--- src/rtl/cpu_controller.sv ---
// Multi-cycle control FSM for a small register-file CPU; state advances on the falling clock edge.
// Define CPU_CTRL_XOR_EN to decode opcode 0101 as XOR, otherwise it executes as a NOP.
module cpu_controller (
  input  logic       CLKb,
  input  logic       RSTb,
  input  logic       Exec,
  input  logic [9:0] INSTR,
  output logic       IRin,
  output logic       ENW,
  output logic [1:0] WRA,
  output logic       ENR0,
  output logic [1:0] RDA0,
  output logic       ENR1,
  output logic [1:0] RDA1,
  output logic       Ain,
  output logic       Gin,
  output logic       Gout,
  output logic       Extern,
  output logic [1:0] ALUop,
  output logic       Done
);

  typedef enum logic [1:0] {IDLE, T1, T2, T3} state_t;

  state_t     state;
  logic [9:0] ir;

  logic [1:0] rx;
  logic [1:0] ry;
  logic [3:0] op;
  logic       unused_ir;

  assign rx        = ir[9:8];
  assign ry        = ir[7:6];
  assign op        = ir[3:0];
  assign unused_ir = ^ir[5:4];

  logic       is_load;
  logic       is_copy;
  logic       is_alu;
  logic [1:0] alu_sel;

  always_comb begin
    is_load = 1'b0;
    is_copy = 1'b0;
    is_alu  = 1'b0;
    alu_sel = 2'b00;
    case (op)
      4'b0000: is_load = 1'b1;
      4'b0001: is_copy = 1'b1;
      4'b0010: begin
        is_alu  = 1'b1;
        alu_sel = 2'b00;
      end
      4'b0011: begin
        is_alu  = 1'b1;
        alu_sel = 2'b01;
      end
`ifdef CPU_CTRL_XOR_EN
      4'b0101: begin
        is_alu  = 1'b1;
        alu_sel = 2'b10;
      end
`endif
      default: ;
    endcase
  end

  // Exec is only looked at in IDLE, so requests arriving mid-instruction are simply dropped.
  always_ff @(negedge CLKb or negedge RSTb) begin
    if (!RSTb) begin
      state <= IDLE;
      ir    <= '0;
    end else begin
      case (state)
        IDLE: begin
          if (Exec) begin
            ir    <= INSTR;
            state <= T1;
          end
        end
        T1:      state <= is_alu ? T2 : IDLE;
        T2:      state <= T3;
        T3:      state <= IDLE;
        default: state <= IDLE;
      endcase
    end
  end

  always_comb begin
    IRin   = (state == IDLE) && Exec && RSTb;
    ENW    = 1'b0;
    WRA    = 2'b00;
    ENR0   = 1'b0;
    RDA0   = 2'b00;
    ENR1   = 1'b0;
    RDA1   = 2'b00;
    Ain    = 1'b0;
    Gin    = 1'b0;
    Gout   = 1'b0;
    Extern = 1'b0;
    ALUop  = 2'b00;
    Done   = 1'b0;
    case (state)
      T1: begin
        if (is_load) begin
          Extern = 1'b1;
          ENW    = 1'b1;
          WRA    = rx;
          Done   = 1'b1;
        end else if (is_copy) begin
          ENR0 = 1'b1;
          RDA0 = ry;
          ENW  = 1'b1;
          WRA  = rx;
          Done = 1'b1;
        end else if (is_alu) begin
          ENR0 = 1'b1;
          RDA0 = rx;
          Ain  = 1'b1;
        end else begin
          Done = 1'b1;
        end
      end
      T2: begin
        ENR1  = 1'b1;
        RDA1  = ry;
        Gin   = 1'b1;
        ALUop = alu_sel;
      end
      T3: begin
        Gout = 1'b1;
        ENW  = 1'b1;
        WRA  = rx;
        Done = 1'b1;
      end
      default: ;
    endcase
  end

endmodule

--- config.mk ---
export PLATFORM = sky130hd
export DESIGN_NAME = cpu_controller
export DESIGN_NICKNAME = d
export VERILOG_FILES = /design/src/rtl/cpu_controller.sv
export SDC_FILE = /design/constraint.sdc
export NUM_CORES = 1
export LEC_CHECK = 0
export BUFFER_PORTS_ARGS = -buffer_cell sky130_fd_sc_hd__buf_2
export CORE_UTILIZATION = 45
export CTS_BUF_LIST = sky130_fd_sc_hd__clkbuf_8
export DETAILED_ROUTE_END_ITERATION = 12
export PLACE_DENSITY = 0.78
export RECOVER_POWER = 25
export SYNTH_ARGS = -nofsm -noshare
export SYNTH_HDL_FRONTEND = slang
export SYNTH_SLANG_ARGS = --single-unit
--- constraint.sdc ---
create_clock -name CLKb -period 1.76 [get_ports CLKb]
set_clock_uncertainty 0.15 [all_clocks]
set_input_delay 0.176 -clock CLKb [delete_from_list [all_inputs] [get_ports CLKb]]
set_output_delay 0.176 -clock CLKb [all_outputs]
set_load 0.05 [all_outputs]
==> results of run 1 <==
## through the flow
| step | utilization (%) | hold WS [ns] | cells | TNS [ns] | instance area [um2] |
|---|---|---|---|---|---|
| detailed placement | 77.4 | 0.415 | 102 | -14.09 | 895 |
| global placement | 77.4 | 0.413 | 102 | -13.48 | 895 |
| floorplan | - | 0.315 | 52 | -13.47 | 681 |
## logic make-up after synthesis
kind of cell    count (synthesis)  share of synthesized area [%]
simple gates                   22                           25.5
flops                          10                           42.5
other cells                     1                          0.636
mux                             8                           15.3
buf+inv                         5                           7.22
compound gates                  6                           8.92
==> flow_summary.toml, run 1 <==
[clock_network]
cts_num_sinks = 10
cts_hold_buf = 0
root_buffer = "clkbuf_8"
post-cts-setup-buffers = 8
ctsResizeCount = 52
cts-buffers-inserted = 3
htreeDepth = 1
clockBufferDepth = 2

[yosys]
synth_top_flop_cell = "dfrtn_1"
syn_nets = 65
synth.area.top_cells = "dfrtn_1 (42%), mux2_2 (15%), and2_1 (5.3%), buf_6 (3.8%), o211a_1 (3.4%)"
netlist_area_um2 = 589
yosys.area.top_type = "dfrtn_1"
yosysUniqueCellTypes = 21
synth-edff-count = 0
synth_top_area_share_pct = 42.5
ys_ff_latch = 10
syn_avg_cell_area_um2 = 11.3
postSynthCellCount = 52
synth-async-reset-ratio_pct = 100
ys_warn_count = 0
synth-seq-area-share_pct = 42.5
synth_most_common_cell = "dfrtn_1"
netlist_top_cells_count = "dfrtn_1 (10), mux2_2 (8), and2_1 (5), nor2_1 (5)"

[floorplanning]
fp-row-count = 12
start_util_pct = 51.0
die_width_um = 38.2
die_h_um = 38.2
io-pin-count = 30

[placement]
dp_slack_ns = -0.799
routabilityCongestion = 0.779
io_buffers = 26
dp_hpwl_um = 1250

[run_status]
error_line = "[ERROR DPL-0038] Utilization greater than 100%, impossible to legalize"
lastStage = "clock tree synthesis (4_1_cts)"
status = "did not finish"
==> inputs of run 2 (changes only) <==
CORE_AREA = 2 2 63 65   (was not set)
CORE_UTILIZATION = not set   (was 45)
CTS_BUF_LIST = not set   (was sky130_fd_sc_hd__clkbuf_8)
DIE_AREA = 0 0 65 67   (was not set)
PLACE_DENSITY = not set   (was 0.78)
PLACE_DENSITY_LB_ADDON = 0.15   (was not set)
==> flow_summary.toml, run 2 <==
[placement]
dp_slack_ns = -0.840
post_dp_cell_area_um2 = 945
io_buffers = 26
dp.cells = 137
dp_hpwl_um = 1300
routabilityCongestion = 0.691

[hold_path]
min_path_type = "register to register"

[global_route]
grt_pass1_wl_um = 2860
antenna_found_initial = 0
grt_pass1_vias = 583
grt_usage_pct = 9.34
grt_overflow = 0
grt_max_degree = 12

[clock_network]
clockBufferDepth = 2
htreeDepth = 1
cts-buffers-inserted = 3
cts_tree = "built"
clk_latency_ns = 0.25
clk_pin_slew_worst_paths_ns = 0.03
root_buffer = "clkbuf_8"
cts_hold_buf = 0
cts_num_sinks = 10

[floorplanning]
fp-row-count = 22
die_h_um = 67
die_width_um = 65
io-pin-count = 30
design.core.area_um2 = 3610
die-area_um2 = 4360
start_util_pct = 16.3

[power_and_ir_drop]
power_frac_comb_pct = 71.5
p_sw_uw = 1010
seqPwrFrac_pct = 19.0
clockPowerShare_pct = 9.5
cellPowerDensity_nw_per_um2 = 1920
p_int_uw = 1420
ir_drop_v = 0.000356
switching_share_pct = 41.5
power.leakage_uw = 0.000603

[yosys]
synth-edff-count = 0
synth.area.top_cells = "dfrtn_1 (42%), mux2_2 (15%), and2_1 (5.3%), buf_6 (3.8%), o211a_1 (3.4%)"
ys_warn_count = 0
netlist_top_cells_count = "dfrtn_1 (10), mux2_2 (8), and2_1 (5), nor2_1 (5)"
synth-async-reset-ratio_pct = 100
synth-seq-area-share_pct = 42.5
yosysUniqueCellTypes = 21
synth_most_common_cell = "dfrtn_1"
syn_avg_cell_area_um2 = 11.3
postSynthCellCount = 52
ys_ff_latch = 10
netlist_area_um2 = 589
synth_top_flop_cell = "dfrtn_1"
syn_nets = 65
yosys.area.top_type = "dfrtn_1"
synth_top_area_share_pct = 42.5

[routing]
dr.first_iter.drc_count = 20
vias = 564
routed_wl_um = 1730
wl_per_cell_um = 11.7
antenna_left = 0
first_pass_iters = 4
vias_per_cell = 3.81
drc = 0

[worst_setup_path]
startpoint = "ir[3]"
crit_path_end = "Extern"
cp.required_ns = 1.43
ff2ff_path_depth = 5
cp.arrival_ns = 2.44
worstReg2RegEnd = "ir[7]"
crit_path_end_kind = "primary output"
crit_path_max_fanout = 4
path_class = "register to primary output"
r2r_slack_ns = 0.09
start_kind = "register"

[cells_and_area]
largest_register_ff_count = 8
synthToLayoutAreaGrowth_pct = 115
layout_commonest_cell = "buf_6"
top_register = "ir"
final_area_um2 = 1270
layoutNonFillerInstCount = 148
nNetsFinal = 115
drive_gt1_share_pct = 79.0
final_cell_mix = "buf_6 (18), buf_4 (12), dfrtn_1 (10), buf_8 (10), buf_2 (9)"
reg.largest.list = "ir (8), state (1)"
num_antenna_cells = 0

[timing]
fin_ws_ns = -1.01
rsz0062_at_grt = "yes"
hold_viol = 0
worstMarginPinSlew_ns = 0.641
final_max_slew_viol_count = 0
slew_headroom_pct = 57.3
setup_violations = 24
hold_ws_ns = 0.401

[run_status]
violations = "setup timing"
status = "finished with violations"

[run]
maxCapViolCount = 0
run 2: worst min-delay path by stage:
stage | to | slack, ns | cells past startpoint | start
after floorplan | ir[9] | 0.32 | 1 | ir[9]
after global placement | state[0] | 0.40 | 2 | state[0]
after detailed placement | state[0] | 0.41 | 2 | state[0]
after CTS | state[0] | 0.41 | 2 | state[0]
after global routing | ir[7] | 0.43 | 2 | ir[7]
final | state[0] | 0.40 | 2 | state[0]
run 2: worst max-delay path: stages (launching register included):
cell     delay, ns
dfrtn_1       0.37
or4b_4        0.61
nor3_4        0.15
buf_6         0.18
run 2: cell families (layout without fill, tap and decap cells):
family,Yosys count,after routing,synth area share (%)
other,1,1,0.636
AND/OR/NAND/NOR,22,22,25.5
multiplexers,8,8,15.3
flip-flops,10,10,42.5
AO/OA/AOI/OAI,6,6,8.92
buffers and inverters,5,53,7.22
run 2: layout make-up:
class / count / area [um2]
Sequential cell: 10 / 250
Clock buffer: 3 / 41.3
Timing Repair Buffer: 50 / 492
Tap cell: 48 / 60.1
Multi-Input combinational cell: 37 / 423
Fill cell: 374 / 2340
run 2: per-layer routing:
metal	GRT usage, %	part of all wire [%]	vias to the layer above
met5	0	0	-
met4	6.38	1.6	0
met3	1.69	5.3	2
met2	15.1	51	19
met1	11.2	42	270
li1	-	-	273
run 2: per-stage QoR:
stage / utilization [%] / total power (uW) / TNS, ns
after floorplan: - / 1350 / -13.47
after global placement: 26.2 / 1730 / -14.28
after detailed placement: 26.2 / 1720 / -14.20
after CTS: 33.1 / 2300 / -14.52
after global routing: 35.1 / 2580 / -15.97
final: 35.1 / 2430 / -14.67
run 2: power by group through the flow:
stage / registers [uW] / logic, uW / clock network [uW]
floorplan: 441 / 912 / 0
global placement: 457 / 1270 / 0
detailed placement: 459 / 1260 / 0
CTS: 460 / 1600 / 243
global route: 481 / 1840 / 264
finish: 462 / 1740 / 231
run 2: repair_timing:
action,CTS,global route
pin swaps,6,6
gates resized for setup,51,13
buffers inserted,5,6
setup endpoints to repair,24,24
Note: power is estimated with default switching activity, not from simulation.
==> inputs of run 3 (changes only) <==
CTS_BUF_LIST = sky130_fd_sc_hd__clkbuf_4 sky130_fd_sc_hd__clkbuf_8   (was not set)
clock period = 3.5 ns   (was 1.76 ns; I/O delays follow)
==> flow_summary.toml, run 3 (synthesis gave the netlist of run 2 again) <==
[worst_setup_path]
crit_path_max_fanout = 4
path_class = "register to primary output"
cp.arrival_ns = 3.31
start_kind = "register"
cp.required_ns = 3.00
r2r-start = "state[0]"
crit_path_end_kind = "primary output"

[timing]
setup_violations = 16
worstMarginPinSlew_ns = 0.621
hold_viol = 0
fin_ws_ns = -0.307
slew_headroom_pct = 58.6
rsz0062_at_grt = "yes"
final_max_slew_viol_count = 0

[routing]
wl_per_cell_um = 11.7
drc = 0
vias_per_cell = 3.83
first_pass_iters = 3
antenna_left = 0
routed_wl_um = 1610
dr.first_iter.drc_count = 8
vias = 528

[cells_and_area]
reg.largest.list = "ir (8), state (1)"
seqCellArea_um2 = 250
drive_gt1_share_pct = 73.3
final_area_um2 = 1080
largest_register_ff_count = 8
multiInputGateArea_um2 = 364
layout_commonest_cell = "buf_6"
synthToLayoutAreaGrowth_pct = 83.7
num_antenna_cells = 0
n_fill_cell = 386
top_register = "ir"
final_cell_mix = "buf_6 (13), buf_4 (11), dfrtn_1 (10)"
post-route-util_pct = 30.0
nNetsFinal = 104

[power_and_ir_drop]
switching_share_pct = 44.0
p_sw_uw = 460
seqPwrFrac_pct = 22.2
ir_drop_v = 0.000220
power.leakage_uw = 0.000507
cellPowerDensity_nw_per_um2 = 965
p_int_uw = 584
power_frac_comb_pct = 63.4
clockPowerShare_pct = 14.4
power_uw = 1040

[floorplanning]
design.core.area_um2 = 3610
fp-row-count = 22
die_width_um = 65
start_util_pct = 16.3
io-pin-count = 30
die-area_um2 = 4360
die_h_um = 67

[placement]
routabilityCongestion = 0.656
post_dp_cell_area_um2 = 858
dp_slack_ns = -0.129
dp_hpwl_um = 1270
io_buffers = 26

[clock_network]
cts_num_sinks = 10
htreeDepth = 1
root_buffer = "clkbuf_8"
cts_tree = "built"
clockBufferDepth = 2
cts-buffers-inserted = 3
clk_pin_slew_worst_paths_ns = 0.04
clk_latency_ns = 0.26

[global_route]
grt_overflow = 0
grt_pass1_wl_um = 2620
antenna_found_initial = 0
grt_pass1_vias = 520
grt_usage_pct = 8.59
grt_max_degree = 12

[hold_path]
min_path_type = "register to register"
hp-start = "ir[6]"

[run]
maxCapViolCount = 0

[run_status]
violations = "setup timing"
status = "finished with violations"
run 3: cell count changes in the layout (fill, tap and decap cells not counted), moves of 2 or more:
| cell | previous run | this run |
|---|---|---|
| mux2_2 | 0 | 8 |
| and2_4 | 5 | 3 |
| buf_6 | 18 | 13 |
| mux2_4 | 8 | 0 |
| and2_2 | 0 | 2 |
| buf_8 | 10 | 5 |
run 3: power groups by stage:
stage	logic, uW	clock network (uW)	registers, uW
CTS	649	155	235
global route	702	159	244
global placement	536	0	232
floorplan	410	0	218
detailed placement	539	0	232
finish	662	150	232
run 3: metrics by stage:
step | cells | hold slack (ns) | setup TNS, ns
after floorplan | 52 | 0.306 | -0.768
final | 138 | 0.329 | -2.34
after global placement | 131 | 0.336 | -0.556
after detailed placement | 131 | 0.336 | -0.530
after CTS | 137 | 0.335 | -2.55
after global routing | 138 | 0.358 | -3.39
run 3: final cells by class:
cell class	instances	share of cell area (%)
Multi-Input combinational cell	37	33.6
Clock buffer	4	5.09
Tap cell	48	5.55
Timing Repair Buffer	39	32.6
Sequential cell	10	23.1
run 3: repair_timing:
item	in CTS	in global routing
setup buffers	3	2
hold buffers	0	0
gates resized for setup	39	6
endpoints found under the setup margin	16	16
pin swaps	2	4
run 3: per-layer routing:
layer / track usage (%) / share of wire, % / vias to the layer above
met5: 0 / 0 / -
met2: 12.8 / 44 / 23
met4: 7.18 / 3.8 / 0
li1: - / - / 253
met3: 2.20 / 7.2 / 5
met1: 10.3 / 45 / 247
run 3: worst paths after layout:
check                           end  slack, ns  cells after the start
max                          Extern      -0.31                      3
min                           ir[6]       0.33                      1
min reg2reg                   ir[6]       0.33                      1
max in group asynchronous  state[0]       1.21                      1
max reg2reg                   ir[8]       1.81                      5
min in group asynchronous     ir[9]       1.56                      1
run 3: worst max-delay path, cell delays in order, from the launching register on:
cell,delay [ns]
dfrtn_1,0.35
or4b_4,0.62
nor3_4,0.15
buf_6,0.18
